==> src/rtl/ramio_arbiter_pkg.sv <==
// Shared encodings for the RAMIO arbiter: transfer sizes, read-type
// layout, arbiter states and command classification.
package ramio_arbiter_pkg;

    typedef enum logic [1:0] {
        WT_NONE = 2'b00,
        WT_BYTE = 2'b01,
        WT_HALF = 2'b10,
        WT_WORD = 2'b11
    } size_e;

    localparam int         RT_SEXT_BIT = 2;
    localparam logic [2:0] RT_NONE     = 3'b000;

    typedef enum logic [1:0] {
        S_IDLE = 2'b00,
        S_WAIT = 2'b01,
        S_DONE = 2'b10
    } state_e;

    typedef enum logic [1:0] {
        K_NOP = 2'b00,
        K_WR  = 2'b01,
        K_RD  = 2'b10
    } kind_e;

    // A write type wins over any read type on the same command.
    function automatic kind_e cmd_kind(
        input logic [1:0] wt,
        input logic [2:0] rt
    );
        logic [1:0] rsz;
        rsz = rt[RT_SEXT_BIT-1:0];
        if (wt != WT_NONE) begin
            return K_WR;
        end
        if (rt[RT_SEXT_BIT] || (rsz != WT_NONE)) begin
            return K_RD;
        end
        return K_NOP;
    endfunction

endpackage

==> src/rtl/ramio_arbiter_if.sv <==
// Bundle of both request ports plus the shared RAMIO command bus.
// slave: the arbiter side; master: requesters and RAMIO model.
interface ramio_arbiter_if #(
    parameter int ADDRESS_BITWIDTH = 32,
    parameter int DATA_WIDTH       = 32
);
    logic                        p0_req;
    logic [1:0]                  p0_write_type;
    logic [2:0]                  p0_read_type;
    logic [ADDRESS_BITWIDTH-1:0] p0_address;
    logic [DATA_WIDTH-1:0]       p0_data_in;
    logic                        p0_gnt;
    logic                        p0_done;
    logic [DATA_WIDTH-1:0]       p0_data_out;

    logic                        p1_req;
    logic [1:0]                  p1_write_type;
    logic [2:0]                  p1_read_type;
    logic [ADDRESS_BITWIDTH-1:0] p1_address;
    logic [DATA_WIDTH-1:0]       p1_data_in;
    logic                        p1_gnt;
    logic                        p1_done;
    logic [DATA_WIDTH-1:0]       p1_data_out;

    logic                        ramio_enable;
    logic [1:0]                  ramio_write_type;
    logic [2:0]                  ramio_read_type;
    logic [ADDRESS_BITWIDTH-1:0] ramio_address;
    logic [DATA_WIDTH-1:0]       ramio_data_in;
    logic [DATA_WIDTH-1:0]       ramio_data_out;
    logic                        ramio_data_out_ready;
    logic                        ramio_busy;
    logic                        timeout_err;

    modport slave (
        input  p0_req, p0_write_type, p0_read_type,
        input  p0_address, p0_data_in,
        output p0_gnt, p0_done, p0_data_out,
        input  p1_req, p1_write_type, p1_read_type,
        input  p1_address, p1_data_in,
        output p1_gnt, p1_done, p1_data_out,
        output ramio_enable, ramio_write_type, ramio_read_type,
        output ramio_address, ramio_data_in,
        input  ramio_data_out, ramio_data_out_ready, ramio_busy,
        output timeout_err
    );

    modport master (
        output p0_req, p0_write_type, p0_read_type,
        output p0_address, p0_data_in,
        input  p0_gnt, p0_done, p0_data_out,
        output p1_req, p1_write_type, p1_read_type,
        output p1_address, p1_data_in,
        input  p1_gnt, p1_done, p1_data_out,
        input  ramio_enable, ramio_write_type, ramio_read_type,
        input  ramio_address, ramio_data_in,
        output ramio_data_out, ramio_data_out_ready, ramio_busy,
        input  timeout_err
    );

endinterface

==> src/rtl/ramio_rr_picker.sv <==
// Two-way round-robin winner select. On a tie the port that was
// not granted last wins; a lone requester always wins.
module ramio_rr_picker (
    input  logic [1:0] req_i,
    input  logic       last_i,
    output logic       valid_o,
    output logic       win_o
);

    assign valid_o = |req_i;
    assign win_o   = (&req_i) ? ~last_i : req_i[1];

endmodule

==> src/rtl/ramio_arbiter.sv <==
// Two-port arbiter in front of a single RAMIO command bus: one
// transaction in flight, round-robin grant, sticky timeout abort.
module ramio_arbiter
    import ramio_arbiter_pkg::*;
#(
    parameter int ADDRESS_BITWIDTH = 32,
    parameter int DATA_WIDTH       = 32,
    parameter int TIMEOUT_CYCLES   = 65535
) (
    input logic            clk,
    input logic            rst,
    ramio_arbiter_if.slave bus
);

    localparam int AW = ADDRESS_BITWIDTH;
    localparam int DW = DATA_WIDTH;
    localparam int CW = $clog2(TIMEOUT_CYCLES + 1);

    state_e        state_q, state_d;
    logic [CW-1:0] cnt_q, cnt_d;
    logic          last_q, last_d;
    logic          owner_q, owner_d;
    logic          en_q, en_d;
    logic          terr_q, terr_d;
    logic [1:0]    wt_q, wt_d;
    logic [2:0]    rt_q, rt_d;
    logic [1:0]    gnt_q, gnt_d;
    logic [1:0]    done_q, done_d;
    logic [AW-1:0] addr_q, addr_d;
    logic [DW-1:0] din_q, din_d;
    logic [DW-1:0] dout0_q, dout0_d;
    logic [DW-1:0] dout1_q, dout1_d;

    logic          pick_v, pick;
    logic [1:0]    sel_wt;
    logic [2:0]    sel_rt;
    logic [AW-1:0] sel_addr;
    logic [DW-1:0] sel_din;
    logic [DW-1:0] rdata;
    kind_e         kind;
    logic          grant, complete, tmo;

    ramio_rr_picker u_pick (
        .req_i   ({bus.p1_req, bus.p0_req}),
        .last_i  (last_q),
        .valid_o (pick_v),
        .win_o   (pick)
    );

    assign sel_wt   = pick ? bus.p1_write_type : bus.p0_write_type;
    assign sel_rt   = pick ? bus.p1_read_type  : bus.p0_read_type;
    assign sel_addr = pick ? bus.p1_address    : bus.p0_address;
    assign sel_din  = pick ? bus.p1_data_in    : bus.p0_data_in;

    // The latched command tells what the in-flight transaction is.
    assign kind  = cmd_kind(wt_q, rt_q);
    assign rdata = (kind == K_RD) ? bus.ramio_data_out : '0;
    assign grant = (state_q == S_IDLE) && pick_v && !bus.ramio_busy;

    // Writes ignore busy in the first WAIT cycle: RAMIO may not
    // have seen the enable yet.
    always_comb begin
        complete = 1'b0;
        if (state_q == S_WAIT) begin
            unique case (kind)
                K_NOP:   complete = 1'b1;
                K_WR:    complete = (cnt_q != '0) && !bus.ramio_busy;
                K_RD:    complete = bus.ramio_data_out_ready;
                default: complete = 1'b0;
            endcase
        end
    end

    assign tmo = (state_q == S_WAIT) && !complete
              && (cnt_q == CW'(TIMEOUT_CYCLES - 1));

    always_ff @(posedge clk) begin
        if (rst) begin
            state_q <= S_IDLE;
        end else begin
            state_q <= state_d;
        end
    end

    always_comb begin
        state_d = state_q;
        unique case (state_q)
            S_IDLE:  if (grant) state_d = S_WAIT;
            S_WAIT:  if (complete || tmo) state_d = S_DONE;
            S_DONE:  state_d = S_IDLE;
            default: state_d = S_IDLE;
        endcase
    end

    always_comb begin
        cnt_d   = cnt_q;
        last_d  = last_q;
        owner_d = owner_q;
        en_d    = en_q;
        terr_d  = terr_q;
        wt_d    = wt_q;
        rt_d    = rt_q;
        addr_d  = addr_q;
        din_d   = din_q;
        dout0_d = dout0_q;
        dout1_d = dout1_q;
        gnt_d   = 2'b00;
        done_d  = 2'b00;
        if (state_q == S_WAIT) begin
            cnt_d = cnt_q + CW'(1);
        end
        unique case (1'b1)
            grant: begin
                owner_d = pick;
                last_d  = pick;
                gnt_d   = pick ? 2'b10 : 2'b01;
                wt_d    = sel_wt;
                rt_d    = (sel_wt != WT_NONE) ? RT_NONE : sel_rt;
                addr_d  = sel_addr;
                din_d   = sel_din;
                en_d    = (cmd_kind(sel_wt, sel_rt) != K_NOP);
                cnt_d   = '0;
            end
            complete: begin
                en_d   = 1'b0;
                done_d = owner_q ? 2'b10 : 2'b01;
                if (owner_q) dout1_d = rdata;
                else         dout0_d = rdata;
            end
            tmo: begin
                en_d   = 1'b0;
                terr_d = 1'b1;
                done_d = owner_q ? 2'b10 : 2'b01;
                if (owner_q) dout1_d = '0;
                else         dout0_d = '0;
            end
            default: ;
        endcase
    end

    // Reset priority goes to port 0, so port 1 counts as last granted.
    always_ff @(posedge clk) begin
        if (rst) begin
            cnt_q   <= '0;
            last_q  <= 1'b1;
            owner_q <= 1'b0;
            en_q    <= 1'b0;
            terr_q  <= 1'b0;
            wt_q    <= '0;
            rt_q    <= '0;
            addr_q  <= '0;
            din_q   <= '0;
            dout0_q <= '0;
            dout1_q <= '0;
            gnt_q   <= '0;
            done_q  <= '0;
        end else begin
            cnt_q   <= cnt_d;
            last_q  <= last_d;
            owner_q <= owner_d;
            en_q    <= en_d;
            terr_q  <= terr_d;
            wt_q    <= wt_d;
            rt_q    <= rt_d;
            addr_q  <= addr_d;
            din_q   <= din_d;
            dout0_q <= dout0_d;
            dout1_q <= dout1_d;
            gnt_q   <= gnt_d;
            done_q  <= done_d;
        end
    end

    assign bus.p0_gnt           = gnt_q[0];
    assign bus.p1_gnt           = gnt_q[1];
    assign bus.p0_done          = done_q[0];
    assign bus.p1_done          = done_q[1];
    assign bus.p0_data_out      = dout0_q;
    assign bus.p1_data_out      = dout1_q;
    assign bus.ramio_enable     = en_q;
    assign bus.ramio_write_type = wt_q;
    assign bus.ramio_read_type  = rt_q;
    assign bus.ramio_address    = addr_q;
    assign bus.ramio_data_in    = din_q;
    assign bus.timeout_err      = terr_q;

endmodule

==> src/flat_wrapper.sv <==
// flat-port wrapper written by rule: the top's interface ports become plain ports
module ramio_arbiter_flat import ramio_arbiter_pkg::*;
#(
    parameter int ADDRESS_BITWIDTH = 32,
    parameter int DATA_WIDTH       = 32,
    parameter int TIMEOUT_CYCLES   = 65535
)
  (clk, rst, bus_p0_req, bus_p0_write_type, bus_p0_read_type, bus_p0_address, bus_p0_data_in, bus_p0_gnt, bus_p0_done, bus_p0_data_out, bus_p1_req, bus_p1_write_type, bus_p1_read_type, bus_p1_address, bus_p1_data_in, bus_p1_gnt, bus_p1_done, bus_p1_data_out, bus_ramio_enable, bus_ramio_write_type, bus_ramio_read_type, bus_ramio_address, bus_ramio_data_in, bus_ramio_data_out, bus_ramio_data_out_ready, bus_ramio_busy, bus_timeout_err);
  ramio_arbiter_if #(.ADDRESS_BITWIDTH(ADDRESS_BITWIDTH), .DATA_WIDTH(DATA_WIDTH)) bus_i ();
  input logic clk;
  input logic rst;
  input wire logic [$bits(bus_i.p0_req)-1:0] bus_p0_req;
  input wire logic [$bits(bus_i.p0_write_type)-1:0] bus_p0_write_type;
  input wire logic [$bits(bus_i.p0_read_type)-1:0] bus_p0_read_type;
  input wire logic [$bits(bus_i.p0_address)-1:0] bus_p0_address;
  input wire logic [$bits(bus_i.p0_data_in)-1:0] bus_p0_data_in;
  output wire logic [$bits(bus_i.p0_gnt)-1:0] bus_p0_gnt;
  output wire logic [$bits(bus_i.p0_done)-1:0] bus_p0_done;
  output wire logic [$bits(bus_i.p0_data_out)-1:0] bus_p0_data_out;
  input wire logic [$bits(bus_i.p1_req)-1:0] bus_p1_req;
  input wire logic [$bits(bus_i.p1_write_type)-1:0] bus_p1_write_type;
  input wire logic [$bits(bus_i.p1_read_type)-1:0] bus_p1_read_type;
  input wire logic [$bits(bus_i.p1_address)-1:0] bus_p1_address;
  input wire logic [$bits(bus_i.p1_data_in)-1:0] bus_p1_data_in;
  output wire logic [$bits(bus_i.p1_gnt)-1:0] bus_p1_gnt;
  output wire logic [$bits(bus_i.p1_done)-1:0] bus_p1_done;
  output wire logic [$bits(bus_i.p1_data_out)-1:0] bus_p1_data_out;
  output wire logic [$bits(bus_i.ramio_enable)-1:0] bus_ramio_enable;
  output wire logic [$bits(bus_i.ramio_write_type)-1:0] bus_ramio_write_type;
  output wire logic [$bits(bus_i.ramio_read_type)-1:0] bus_ramio_read_type;
  output wire logic [$bits(bus_i.ramio_address)-1:0] bus_ramio_address;
  output wire logic [$bits(bus_i.ramio_data_in)-1:0] bus_ramio_data_in;
  input wire logic [$bits(bus_i.ramio_data_out)-1:0] bus_ramio_data_out;
  input wire logic [$bits(bus_i.ramio_data_out_ready)-1:0] bus_ramio_data_out_ready;
  input wire logic [$bits(bus_i.ramio_busy)-1:0] bus_ramio_busy;
  output wire logic [$bits(bus_i.timeout_err)-1:0] bus_timeout_err;
  assign bus_i.p0_req = bus_p0_req;
  assign bus_i.p0_write_type = bus_p0_write_type;
  assign bus_i.p0_read_type = bus_p0_read_type;
  assign bus_i.p0_address = bus_p0_address;
  assign bus_i.p0_data_in = bus_p0_data_in;
  assign bus_p0_gnt = bus_i.p0_gnt;
  assign bus_p0_done = bus_i.p0_done;
  assign bus_p0_data_out = bus_i.p0_data_out;
  assign bus_i.p1_req = bus_p1_req;
  assign bus_i.p1_write_type = bus_p1_write_type;
  assign bus_i.p1_read_type = bus_p1_read_type;
  assign bus_i.p1_address = bus_p1_address;
  assign bus_i.p1_data_in = bus_p1_data_in;
  assign bus_p1_gnt = bus_i.p1_gnt;
  assign bus_p1_done = bus_i.p1_done;
  assign bus_p1_data_out = bus_i.p1_data_out;
  assign bus_ramio_enable = bus_i.ramio_enable;
  assign bus_ramio_write_type = bus_i.ramio_write_type;
  assign bus_ramio_read_type = bus_i.ramio_read_type;
  assign bus_ramio_address = bus_i.ramio_address;
  assign bus_ramio_data_in = bus_i.ramio_data_in;
  assign bus_i.ramio_data_out = bus_ramio_data_out;
  assign bus_i.ramio_data_out_ready = bus_ramio_data_out_ready;
  assign bus_i.ramio_busy = bus_ramio_busy;
  assign bus_timeout_err = bus_i.timeout_err;
  ramio_arbiter #(.ADDRESS_BITWIDTH(ADDRESS_BITWIDTH), .DATA_WIDTH(DATA_WIDTH), .TIMEOUT_CYCLES(TIMEOUT_CYCLES)) u_core (.clk(clk), .rst(rst), .bus(bus_i));
endmodule
==> config.mk <==
export PLATFORM = sky130hd
export DESIGN_NAME = ramio_arbiter_flat
export DESIGN_NICKNAME = d
export VERILOG_FILES = /design/src/rtl/ramio_arbiter_pkg.sv /design/src/rtl/ramio_arbiter_if.sv /design/src/rtl/ramio_rr_picker.sv /design/src/rtl/ramio_arbiter.sv /design/src/flat_wrapper.sv
export SDC_FILE = /design/constraint.sdc
export NUM_CORES = 1
export LEC_CHECK = 0
export CAP_MARGIN = 5
export CORE_UTILIZATION = 45
export DETAILED_ROUTE_END_ITERATION = 12
export PLACE_DENSITY = 0.89
export SLEW_MARGIN = 20
export SYNTH_ARGS = -nofsm -noshare
export SYNTH_HDL_FRONTEND = slang
export SYNTH_SLANG_ARGS = --single-unit
==> constraint.sdc <==
create_clock -name clk -period 4.44 [get_ports clk]
set_input_delay 0.666 -clock clk [delete_from_list [all_inputs] [get_ports clk]]
set_output_delay 0.666 -clock clk [all_outputs]
set_load 0.05 [all_outputs]
==> results of run 1 <==
cells in the mapped netlist (3+ instances only):
cell type / instances
buf_6: 4
and2_1: 3
nor2_1: 95
xor2_1: 9
nand2b_1: 65
buf_12: 3
mux2i_1: 68
nor4_1: 6
a311oi_1: 66
nand4_1: 4
a21oi_1: 5
xnor2_1: 6
nand2_1: 175
nand3_1: 9
nor3_1: 9
buf_1: 7
dfxtp_1: 159
o21ai_0: 5
ha_1: 3
inv_1: 5
buf_2: 4
clkbuf_1: 40
how the worst max path moves through the flow:
stage | slack, ps | endpoint | cells after the start | start
final | 1860 | u_core.bus.p1_data_out[14]$_SDFFE_PP0P_ | 5 | u_core.cnt_q[5]$_SDFFE_PP0P_
after global routing | 1720 | u_core.bus.p1_data_out[14]$_SDFFE_PP0P_ | 5 | u_core.cnt_q[2]$_SDFFE_PP0P_
after CTS | 1880 | u_core.bus.p1_data_out[14]$_SDFFE_PP0P_ | 5 | u_core.cnt_q[5]$_SDFFE_PP0P_
after detailed placement | 1490 | u_core.bus.p1_data_out[31]$_SDFFE_PP0P_ | 5 | bus_ramio_data_out_ready
after global placement | 1550 | u_core.bus.p1_data_out[15]$_SDFFE_PP0P_ | 5 | bus_ramio_data_out_ready
after floorplan | 2290 | u_core.bus.p0_data_out[10]$_SDFFE_PP0P_ | 6 | u_core.bus.ramio_read_type[2]$_SDFFE_PP0P_
sequential cells by signal, summed over array words and instances, names as in the netlist:
signal and count:
u_core.bus.p0_data_out 32, u_core.bus.p1_data_out 32, u_core.bus.ramio_address 32, u_core.bus.ramio_data_in 32, u_core.bus.ramio_enable 1, u_core.bus.ramio_read_type 3
u_core.bus.ramio_write_type 2, u_core.bus.timeout_err 1, u_core.cnt_q 16, u_core.done_q 2, u_core.gnt_q 2, u_core.last_q 1
u_core.owner_q 1, u_core.state_q 2
stage by stage:
| stage | utilization (%) | total power [W] | hold slack, ps |
|---|---|---|---|
| 6_report | 72.04 | 0.003753 | 472.9 |
| 5_1_grt | 72.04 | 0.003902 | 489.9 |
| 4_1_cts | 72.04 | 0.003780 | 474.6 |
| 3_5_place_dp | 68.16 | 0.002396 | 466.3 |
| 3_3_place_gp | 68.16 | 0.002386 | 456.7 |
| 2_1_floorplan | - | 0.002040 | 457.7 |
placed cells by master (no fill, tap or decap), types with 9 or more instances in the layout:
cell               n
clkdlybuf4s50_1  313
nand2_1          174
dfxtp_1          159
nor2_1            95
mux2i_1           68
a311oi_1          66
nand2b_1          65
clkbuf_16         17
nand3_1            9
nor3_1             9
xor2_1             9
critical path: stages (launching register included):
cell and delay, ps:
dfxtp_1 410, nand4_1 230, or3_4 470, nor3_1 170
mux2_2 880, mux2i_1 310
cell families (layout without fill, tap and decap cells):
kind of cell,after synthesis,in the layout,synth area share (%)
buffers and inverters,63,357,4.740
muxes,70,70,10.44
adders and majority gates,3,3,0.5555
xor gates and xnor gates,15,15,1.944
DFF,159,159,47.10
AOI/OAI and AO/OA,83,83,10.18
and+or+nand+nor,376,376,25.03
routing by layer:
layer / vias to the layer above / GRT usage [%] / wire length [um]
met4: 0 / 15.59 / 930
li1: 3189 / - / -
met1: 2929 / 29.23 / 7988
met3: 50 / 7.474 / 1411
met5: - / 0 / 0
met2: 262 / 43.91 / 9646
cell type report:
cell class / count / area (um^2) / area share [%]
clock buffer: 21 / 480.5 / 4.571
sequential: 159 / 3183 / 30.29
inverter: 5 / 18.77 / 0.1786
multi-input combinational: 547 / 3286 / 31.26
timing repair buffer: 322 / 3226 / 30.69
tap: 184 / 230.2 / 2.190
clock inverter: 9 / 86.33 / 0.8214
report_power, final:
| group | total (W) | switching [W] | internal (W) |
|---|---|---|---|
| clock | 0.00139 | 0.000565 | 0.000823 |
| sequential | 0.00154 | 0.0000411 | 0.00150 |
| combinational | 0.000827 | 0.000476 | 0.000350 |
==> out/results.ini, run 1 <==
[worst_setup_path]
cp_max_fo=32
rr_startpoint=u_core.cnt_q[5]$_SDFFE_PP0P_
reg2reg_slack_ps=1860
worst_r2r_path_depth=5
cp.required_ps=4760
start_kind=register
path_class=reg -> reg
arrival_ps=2910
r2r_end=u_core.bus.p1_data_out[14]$_SDFFE_PP0P_
endpoint_kind=register

[sta]
rsz0062_at_grt=no
final_max_slew_viol_count=0
fin_crit_sh_pct=58.15
setup_violations=0
tns_ps=0
hold_viol=0
relSlewSlack_pct=30.43
layout_min_cycle_time_ps=2582
max_freq_ghz=0.3873
fin_ws_ps=1858
worstMarginPinSlew_ps=1044
skew_ps=5.954

[clock_network]
clock_sinks=159
cts_tree=built
ctsLongestPathBuffers=2
post-cts-setup-buffer-count=0
cts_hold_buf=0
cts_made_buffers=17
cts-resized-gates=0
root_buffer=clkbuf_16
clk_latency_ps=410
htreeDepth=4
clk_pin_slew_worst_paths_ps=60

[flow_run]
drv_cap=0

[place]
dp.cells=1217
placed_area_um2=9943
gp_congestion=0.8462
io_buffers=314
place_ws_ps=1495
hpwl_mm=14.72

[drt]
drt_pass1_iterations=5
drtIter0Drc=280
vias=6430
vias_per_cell=5.156
totalWireLength_mm=19.98
drtAntennaViolNets=0
remaining_drc_errors=0
wire_per_inst_um=16.02

[finish]
layout.nets=1231
syn_to_final_growth_pct=55.53
design_area_um2=10510
diodes=0
fin_cells=1247
final_layout_size_suffix_gt1_share_pct=4.516
fillers=1078

[synth]
yosys.area.top_type=dfxtp_1
synth_ff_type=dfxtp_1
synth_top_area_share_pct=47.10
ys_ff_latch=159
synth_area_per_cell_um2=8.788
synthTopCellsByArea=dfxtp_1, mux2i_1, nand2_1, a311oi_1, nand2b_1
yosysUniqueCellTypes=40
synthesis.area_um2=6758
synth_edf_count=0
synthArstFlopShare_pct=0
synth_warnings=0
synth_cells=769
ys_seq_area_share_pct=47.10
syn-num-nets=948

[floorplanning]
die_area_um2=15510
die_w_um=124.5
fp.dieH_um=124.5
row_count=44
initial_utilization_pct=46.32
core_area_um2=14590
io_pins=315

[outcome]
status=finished clean

[global_routing]
gr-total-overflow=0
antenna_found_initial=0
grt_pass1_wl_mm=32.36
grt_max_degree=90
grt_use_total_pct=26.12
first_global_vias=6419

[power_and_ir_drop]
power.density_nw_per_um2=357.1
power.leakage_nw=3.947
ir_drop_mv=0.2552

[worst_hold_path]
hp-start=u_core.bus.p1_data_out[2]$_SDFFE_PP0P_
min_to=u_core.bus.p1_data_out[2]$_SDFFE_PP0P_
min_delay_path_depth=2
hp-class=reg -> reg

Note: power is estimated with default switching activity, not from simulation.
==> run 2, diff against run 1 <==
--- a/config.mk
+++ b/config.mk
@@ -6,9 +6,9 @@
 export NUM_CORES = 1
 export LEC_CHECK = 0
 export CAP_MARGIN = 5
-export CORE_UTILIZATION = 45
+export CORE_UTILIZATION = 41
 export DETAILED_ROUTE_END_ITERATION = 12
-export PLACE_DENSITY = 0.89
+export PLACE_DENSITY = 0.82
 export SLEW_MARGIN = 20
 export SYNTH_ARGS = -nofsm -noshare
 export SYNTH_HDL_FRONTEND = slang
==> constraint.sdc (replaced) <==
create_clock -name clk -period 2.64 [get_ports clk]
set_input_delay 0.396 -clock clk [delete_from_list [all_inputs] [get_ports clk]]
set_output_delay 0.396 -clock clk [all_outputs]
set_load 0.05 [all_outputs]
==> run 2 against run 1 <==
  * Sequential power up 68%
  * Core utilization down 5.2 points
  * Hold slack worse by 1.4 ps
  * Register-to-register slack worse by 1300 ps
  * Routed wire length up 0.64%
  * Largest cell class is now buffers
  * Global-route usage down 2.9 points
  * Maximum frequency up 22%
  * Non-clock buffer count up 8
  * First-iteration DRC count up 1.4%
  * Cell count up 3.4%
  * Via count up 0.62%
  * Clock skew up 3.9 ps
==> out/results.ini, run 2 (synthesis gave the netlist of run 1 again) <==
[place]
gp_congestion=0.8583  ; was 0.8462
hpwl_mm=14.78  ; was 14.72 mm
io_buffers=314  ; unchanged

[sta]
setup_violations=0  ; unchanged
fin_crit_sh_pct=80.40  ; was 58.15%
fin_hold_ws_ps=471.5  ; was 472.9 ps
rsz0062_at_grt=no  ; unchanged
worstMarginPinSlew_ps=674.8  ; was 1044 ps
max_freq_ghz=0.4712  ; was 0.3873 GHz
relSlewSlack_pct=55.01  ; was 30.43%
tns_ps=0  ; unchanged
hold_viol=0  ; unchanged
final_max_slew_viol_count=0  ; unchanged
layout_min_cycle_time_ps=2122  ; was 2582 ps
skew_ps=9.896  ; was 5.954 ps

[global_routing]
antenna_found_initial=0  ; unchanged
grt_max_degree=83  ; was 90
gr-total-overflow=0  ; unchanged
grt_pass1_wl_mm=30.41  ; was 32.36 mm
grt_use_total_pct=23.17  ; was 26.12%
first_global_vias=6097  ; was 6419

[drt]
wire_per_inst_um=15.60  ; was 16.02 um
remaining_drc_errors=0  ; unchanged
drt_pass1_iterations=4  ; was 5
vias=6470  ; was 6430
totalWireLength_mm=20.10  ; was 19.98 mm
drtAntennaViolNets=0  ; unchanged
vias_per_cell=5.019  ; was 5.156
drtIter0Drc=284  ; was 280

[clock_network]
clock_sinks=159  ; unchanged
cts_tree=built  ; unchanged
ctsLongestPathBuffers=2  ; unchanged
clk_pin_slew_worst_paths_ps=70  ; was 60 ps
root_buffer=clkbuf_16  ; unchanged
cts_hold_buf=0  ; unchanged
cts-resized-gates=0  ; unchanged
clk_latency_ps=420  ; was 410 ps
post-cts-setup-buffer-count=0  ; unchanged
cts_made_buffers=17  ; unchanged
htreeDepth=4  ; unchanged

[finish]
final_common_cell=clkdlybuf4s50_1  ; unchanged
final_cell_mix=clkdlybuf4s50_1, nand2_1, dfxtp_1  ; unchanged
layout.nets=1239  ; was 1231
syn_to_final_growth_pct=58.23  ; was 55.53%
diodes=0  ; unchanged
final_layout_size_suffix_gt1_share_pct=5.312  ; was 4.516%

[power_and_ir_drop]
power.leakage_nw=4.028  ; was 3.947 nW
ir_drop_mv=0.4239  ; was 0.2552 mV
power.density_nw_per_um2=602.7  ; was 357.1 nW/um^2

[floorplanning]
fp.dieH_um=130.4  ; was 124.5 um
row_count=46  ; was 44
core_area_um2=16000  ; was 14590 um^2
die_w_um=130.4  ; was 124.5 um
io_pins=315  ; unchanged
die_area_um2=17000  ; was 15510 um^2
initial_utilization_pct=42.23  ; was 46.32%

[worst_setup_path]
endpoint_kind=register  ; unchanged
cp_max_fo=33  ; was 32
start_kind=register  ; unchanged
arrival_ps=2460  ; was 2910 ps
path_class=reg -> reg  ; unchanged
cp.required_ps=2980  ; was 4760 ps

[outcome]
status=finished clean  ; unchanged

[flow_run]
drv_cap=0  ; unchanged

[worst_hold_path]
hp-class=reg -> reg  ; unchanged

==> run 2: power by group <==
part / switching [W] / internal [W] / total, W
sequential: 0.0000667 / 0.00252 / 0.00258
clock: 0.00103 / 0.00141 / 0.00244
combinational: 0.000810 / 0.000614 / 0.00142
total: 0.00190 / 0.00454 / 0.00644
==> run 2: layer usage <==
metal  track usage, %  vias to the layer above  wire, um  share of wire, %
met3            7.492                       32      1788               8.9
met5                0                        -         0                 0
met1            25.54                     2946      7923                39
li1                 -                     3215         -                 -
met2            40.39                      277      9751                49
met4            11.02                        0       641               3.2
==> run 2: layout make-up <==
class | instances | area [um^2]
multi-input cells | 547 | 3286
fillers | 1339 | 5308
inverters | 5 | 18.77
well taps | 216 | 270.3
repair buffers | 330 | 3348
clock inverters | 14 | 157.7
clock buffers | 18 | 429.2
flip-flops and latches | 159 | 3183
==> run 2: worst max-delay path, stage by stage, from the launching register on <==
cell and delay, ps:
dfxtp_1 380, nor4_1 300, o21ai_0 160, o21ai_2 350
mux2i_4 310, buf_12 260, mux2i_1 260
==> run 2: metrics by stage <==
| step | area (um^2) | setup slack, ps | util, % | total power (W) | std cells |
|---|---|---|---|---|---|
| after floorplan | 6758 | 488.2 | - | 0.003431 | 769 |
| after global placement | 10110 | 394.2 | 63.16 | 0.004049 | 1257 |
| after detailed placement | 10110 | 300.5 | 63.16 | 0.004064 | 1257 |
| after CTS | 10690 | 485.5 | 66.83 | 0.006505 | 1289 |
| after global routing | 10690 | 370.0 | 66.83 | 0.006690 | 1289 |
| final | 10690 | 517.5 | 66.83 | 0.006445 | 1289 |
==> run 2: final timing paths <==
kind / start / end / slack, ps / depth (start not counted)
max: u_core.cnt_q[2]$_SDFFE_PP0P_ / u_core.bus.p0_data_out[19]$_SDFFE_PP0P_ / 520 / 6
min reg2reg: u_core.bus.p1_data_out[23]$_SDFFE_PP0P_ / u_core.bus.p1_data_out[23]$_SDFFE_PP0P_ / 470 / 2
max reg2reg: u_core.cnt_q[2]$_SDFFE_PP0P_ / u_core.bus.p0_data_out[19]$_SDFFE_PP0P_ / 520 / 6
min: u_core.bus.p1_data_out[23]$_SDFFE_PP0P_ / u_core.bus.p1_data_out[23]$_SDFFE_PP0P_ / 470 / 2
==> run 3, diff against run 2 <==
--- a/config.mk
+++ b/config.mk
@@ -6,9 +6,9 @@
 export NUM_CORES = 1
 export LEC_CHECK = 0
 export CAP_MARGIN = 5
-export CORE_UTILIZATION = 41
+export CORE_UTILIZATION = 37
 export DETAILED_ROUTE_END_ITERATION = 12
-export PLACE_DENSITY = 0.82
+export PLACE_DENSITY = 0.78
 export SLEW_MARGIN = 20
 export SYNTH_ARGS = -nofsm -noshare
 export SYNTH_HDL_FRONTEND = slang
==> constraint.sdc (replaced) <==
create_clock -name clk -period 1.9 [get_ports clk]
set_input_delay 0.285 -clock clk [delete_from_list [all_inputs] [get_ports clk]]
set_output_delay 0.285 -clock clk [all_outputs]
set_load 0.05 [all_outputs]
==> run 3 against run 2 <==
  * The run now ends with negative setup slack left
  * Global-route usage is 1.2 points lower
  * Combinational power rose by 50%
  * Hold slack got worse by 190 ps
  * First-iteration DRC count is 11% lower
  * Via count rose by 2.3%
  * Routed wire length is 6.7% higher
  * Clock-buffer cell count stayed put
  * Total power is 39% higher
  * Critical path type unchanged
  * Critical endpoint is now u_core.bus.p1_data_out[19]$_SDFFE_PP0P_
==> out/results.ini, run 3 (synthesis gave the netlist of run 1 again) <==
[outcome]
status=finished with violations  ; was finished clean
violations=negative setup slack

[floorplanning]
row_count=49  ; was 46
io_pins=315  ; unchanged
fp.dieH_um=137.1  ; was 130.4 um
core_area_um2=17900  ; was 16000 um^2
initial_utilization_pct=37.75  ; was 42.23%
die_area_um2=18810  ; was 17000 um^2
die_w_um=137.1  ; was 130.4 um

[finish]
final_cell_mix=clkdlybuf4s50_1, nand2_1, dfxtp_1  ; unchanged
multi_input_area_um2=3352  ; was 3286 um^2
diodes=0  ; unchanged
register_area_um2=3199  ; was 3183 um^2
final_common_cell=clkdlybuf4s50_1  ; unchanged
final_layout_size_suffix_gt1_share_pct=11.76  ; was 5.312%
fillers=1505  ; was 1339
design_area_um2=11290  ; was 10690 um^2
syn_to_final_growth_pct=67.10  ; was 58.23%
layout.nets=1280  ; was 1239

[power_and_ir_drop]
power.leakage_nw=5.325  ; was 4.028 nW
ir_drop_mv=0.6689  ; was 0.4239 mV
power.density_nw_per_um2=791.2  ; was 602.7 nW/um^2

[place]
hpwl_mm=15.50  ; was 14.78 mm
placed_area_um2=10400  ; was 10110 um^2
place_ws_ps=-312.6  ; was 300.5 ps
gp_congestion=0.8521  ; was 0.8583
io_buffers=314  ; unchanged

[worst_setup_path]
cp.required_ps=2240  ; was 2980 ps
endpoint_kind=register  ; unchanged
cp_max_fo=16  ; was 33
rr_startpoint=u_core.cnt_q[5]$_SDFFE_PP0P_  ; was u_core.cnt_q[2]$_SDFFE_PP0P_
path_depth=7  ; was 6
reg2reg_slack_ps=-80  ; was 520 ps
arrival_ps=2330  ; was 2460 ps
crit_family=simple AND/OR/NAND/NOR gates  ; was multiplexers
crit_slowest_cell=or3_4  ; was dfxtp_1
max_stage_delay_ps=460  ; was 380 ps
start_kind=register  ; unchanged
r2r_end=u_core.bus.p1_data_out[19]$_SDFFE_PP0P_  ; was u_core.bus.p0_data_out[19]$_SDFFE_PP0P_
worst_r2r_path_depth=7  ; was 6
critical_path_buf_inv_count=2  ; was 1
path_class=reg -> reg  ; unchanged
crit_chain=buf_4, nand4_1, or3_4, nor3_1, mux2_4, buf_12, mux2i_2  ; was nor4_1, o21ai_0, o21ai_2, mux2i_4, buf_12, mux2i_1

[global_routing]
first_global_vias=6296  ; was 6097
grt_pass1_wl_mm=31.97  ; was 30.41 mm
grt_max_degree=82  ; was 83
gr-total-overflow=0  ; unchanged
antenna_found_initial=0  ; unchanged
grt_use_total_pct=22.01  ; was 23.17%

[sta]
worstMarginPinSlew_ps=777.8  ; was 674.8 ps
fin_ws_ps=-81.82  ; was 517.5 ps
skew_ps=7.369  ; was 9.896 ps
fin_crit_sh_pct=104.3  ; was 80.40%
hold_viol=0  ; unchanged
max_freq_ghz=0.5046  ; was 0.4712 GHz
layout_min_cycle_time_ps=1982  ; was 2122 ps
relSlewSlack_pct=48.15  ; was 55.01%
rsz0062_at_grt=yes  ; was no
setup_violations=51  ; was 0
final_max_slew_viol_count=0  ; unchanged

[drt]
remaining_drc_errors=0  ; unchanged
vias_per_cell=4.929  ; was 5.019
drt_pass1_iterations=6  ; was 4
totalWireLength_mm=21.46  ; was 20.10 mm
vias=6620  ; was 6470
drtAntennaViolNets=0  ; unchanged
wire_per_inst_um=15.98  ; was 15.60 um
drtIter0Drc=253  ; was 284

[clock_network]
cts_hold_buf=0  ; unchanged
htreeDepth=4  ; unchanged
clk_pin_slew_worst_paths_ps=70  ; about the same
ctsLongestPathBuffers=2  ; unchanged
clock_sinks=159  ; unchanged
cts_made_buffers=17  ; unchanged
cts_tree=built  ; unchanged
root_buffer=clkbuf_16  ; unchanged
clk_latency_ps=420  ; about the same

[worst_hold_path]
hp-class=in -> reg  ; was reg -> reg
min_to=u_core.bus.p1_data_out[7]$_SDFFE_PP0P_  ; was u_core.bus.p1_data_out[23]$_SDFFE_PP0P_
min_delay_path_depth=3  ; was 2
hp-start=rst  ; was u_core.bus.p1_data_out[23]$_SDFFE_PP0P_

[flow_run]
drv_cap=0  ; unchanged

[run 3: changes by cell type in the layout (fill, tap and decap cells not counted), moves of 7 or more]
cell | before | now
dlygate4sd2_1 | 0 | 13
buf_4 | 10 | 59
dlymetal6s2s_1 | 0 | 54
buf_12 | 7 | 14
clkdlybuf4s50_1 | 313 | 226
dfxtp_1 | 159 | 152
[run 3: how the worst max path moves through the flow]
| stage | startpoint | slack [ps] | end |
|---|---|---|---|
| 3_3_place_gp | bus_ramio_data_out_ready | -260 | u_core.bus.p1_data_out[17]$_SDFFE_PP0P_ |
| 2_1_floorplan | u_core.cnt_q[9]$_SDFFE_PP0P_ | 10 | u_core.bus.p1_data_out[0]$_SDFFE_PP0P_ |
| 4_1_cts | u_core.cnt_q[15]$_SDFFE_PP0P_ | -100 | u_core.bus.p0_data_out[9]$_SDFFE_PP0P_ |
| 3_5_place_dp | bus_ramio_data_out_ready | -310 | u_core.bus.p0_data_out[23]$_SDFFE_PP0P_ |
| 5_1_grt | u_core.cnt_q[15]$_SDFFE_PP0P_ | -170 | u_core.bus.p1_data_out[6]$_SDFFE_PP0P_ |
| 6_report | u_core.cnt_q[5]$_SDFFE_PP0P_ | -80 | u_core.bus.p1_data_out[19]$_SDFFE_PP0P_ |
[run 3: area by class of cell]
cell class	count	share of cell area [%]
timing repair buffer	371	34.42
sequential	159	28.33
inverter	5	0.1662
tap	229	2.537
clock inverter	14	1.064
clock buffer	18	3.801
multi-input combinational	547	29.68
[run 3: timing repair]
item	in CTS	in global routing
hold endpoints to repair	0	0
resized for setup	19	65
endpoints found under the setup margin	78	119
buffers inserted	1	3
cloned	1	4
pin swaps	3	3
[run 3: worst reg2reg max path, delay by kind of cell, from the launching register on]
family,cells,cell delay [ps]
multiplexers,2,460
flip-flops,1,350
buffers and inverters,2,320
AND/OR/NAND/NOR,3,780
[run 3: power breakdown]
part           switching [W]  leakage (nW)  internal, W
sequential         0.0000906          1.30      0.00349
combinational        0.00118          3.75     0.000949
clock                0.00150         0.275      0.00172
[run 3: per-layer routing]
layer	GRT usage, %	up-vias	part of all wire [%]
met5	0	-	0
li1	-	3297	-
met2	36.48	260	48
met1	26.52	3025	42
met4	9.951	0	3.3
met3	5.852	38	7.2
[run 3: stage by stage]
stage | TNS, ps | hold slack [ps] | total power (W) | cells | util [%]
global placement | -17210 | 456.8 | 0.005690 | 1303 | 58.07
floorplan | 0 | 436.9 | 0.004770 | 769 | -
finish | -2311 | 284.4 | 0.008934 | 1343 | 63.08
global route | -8560 | 292.6 | 0.009272 | 1343 | 63.08
detailed placement | -19370 | 463.9 | 0.005711 | 1303 | 58.07
CTS | -3593 | 271.8 | 0.008955 | 1337 | 61.43
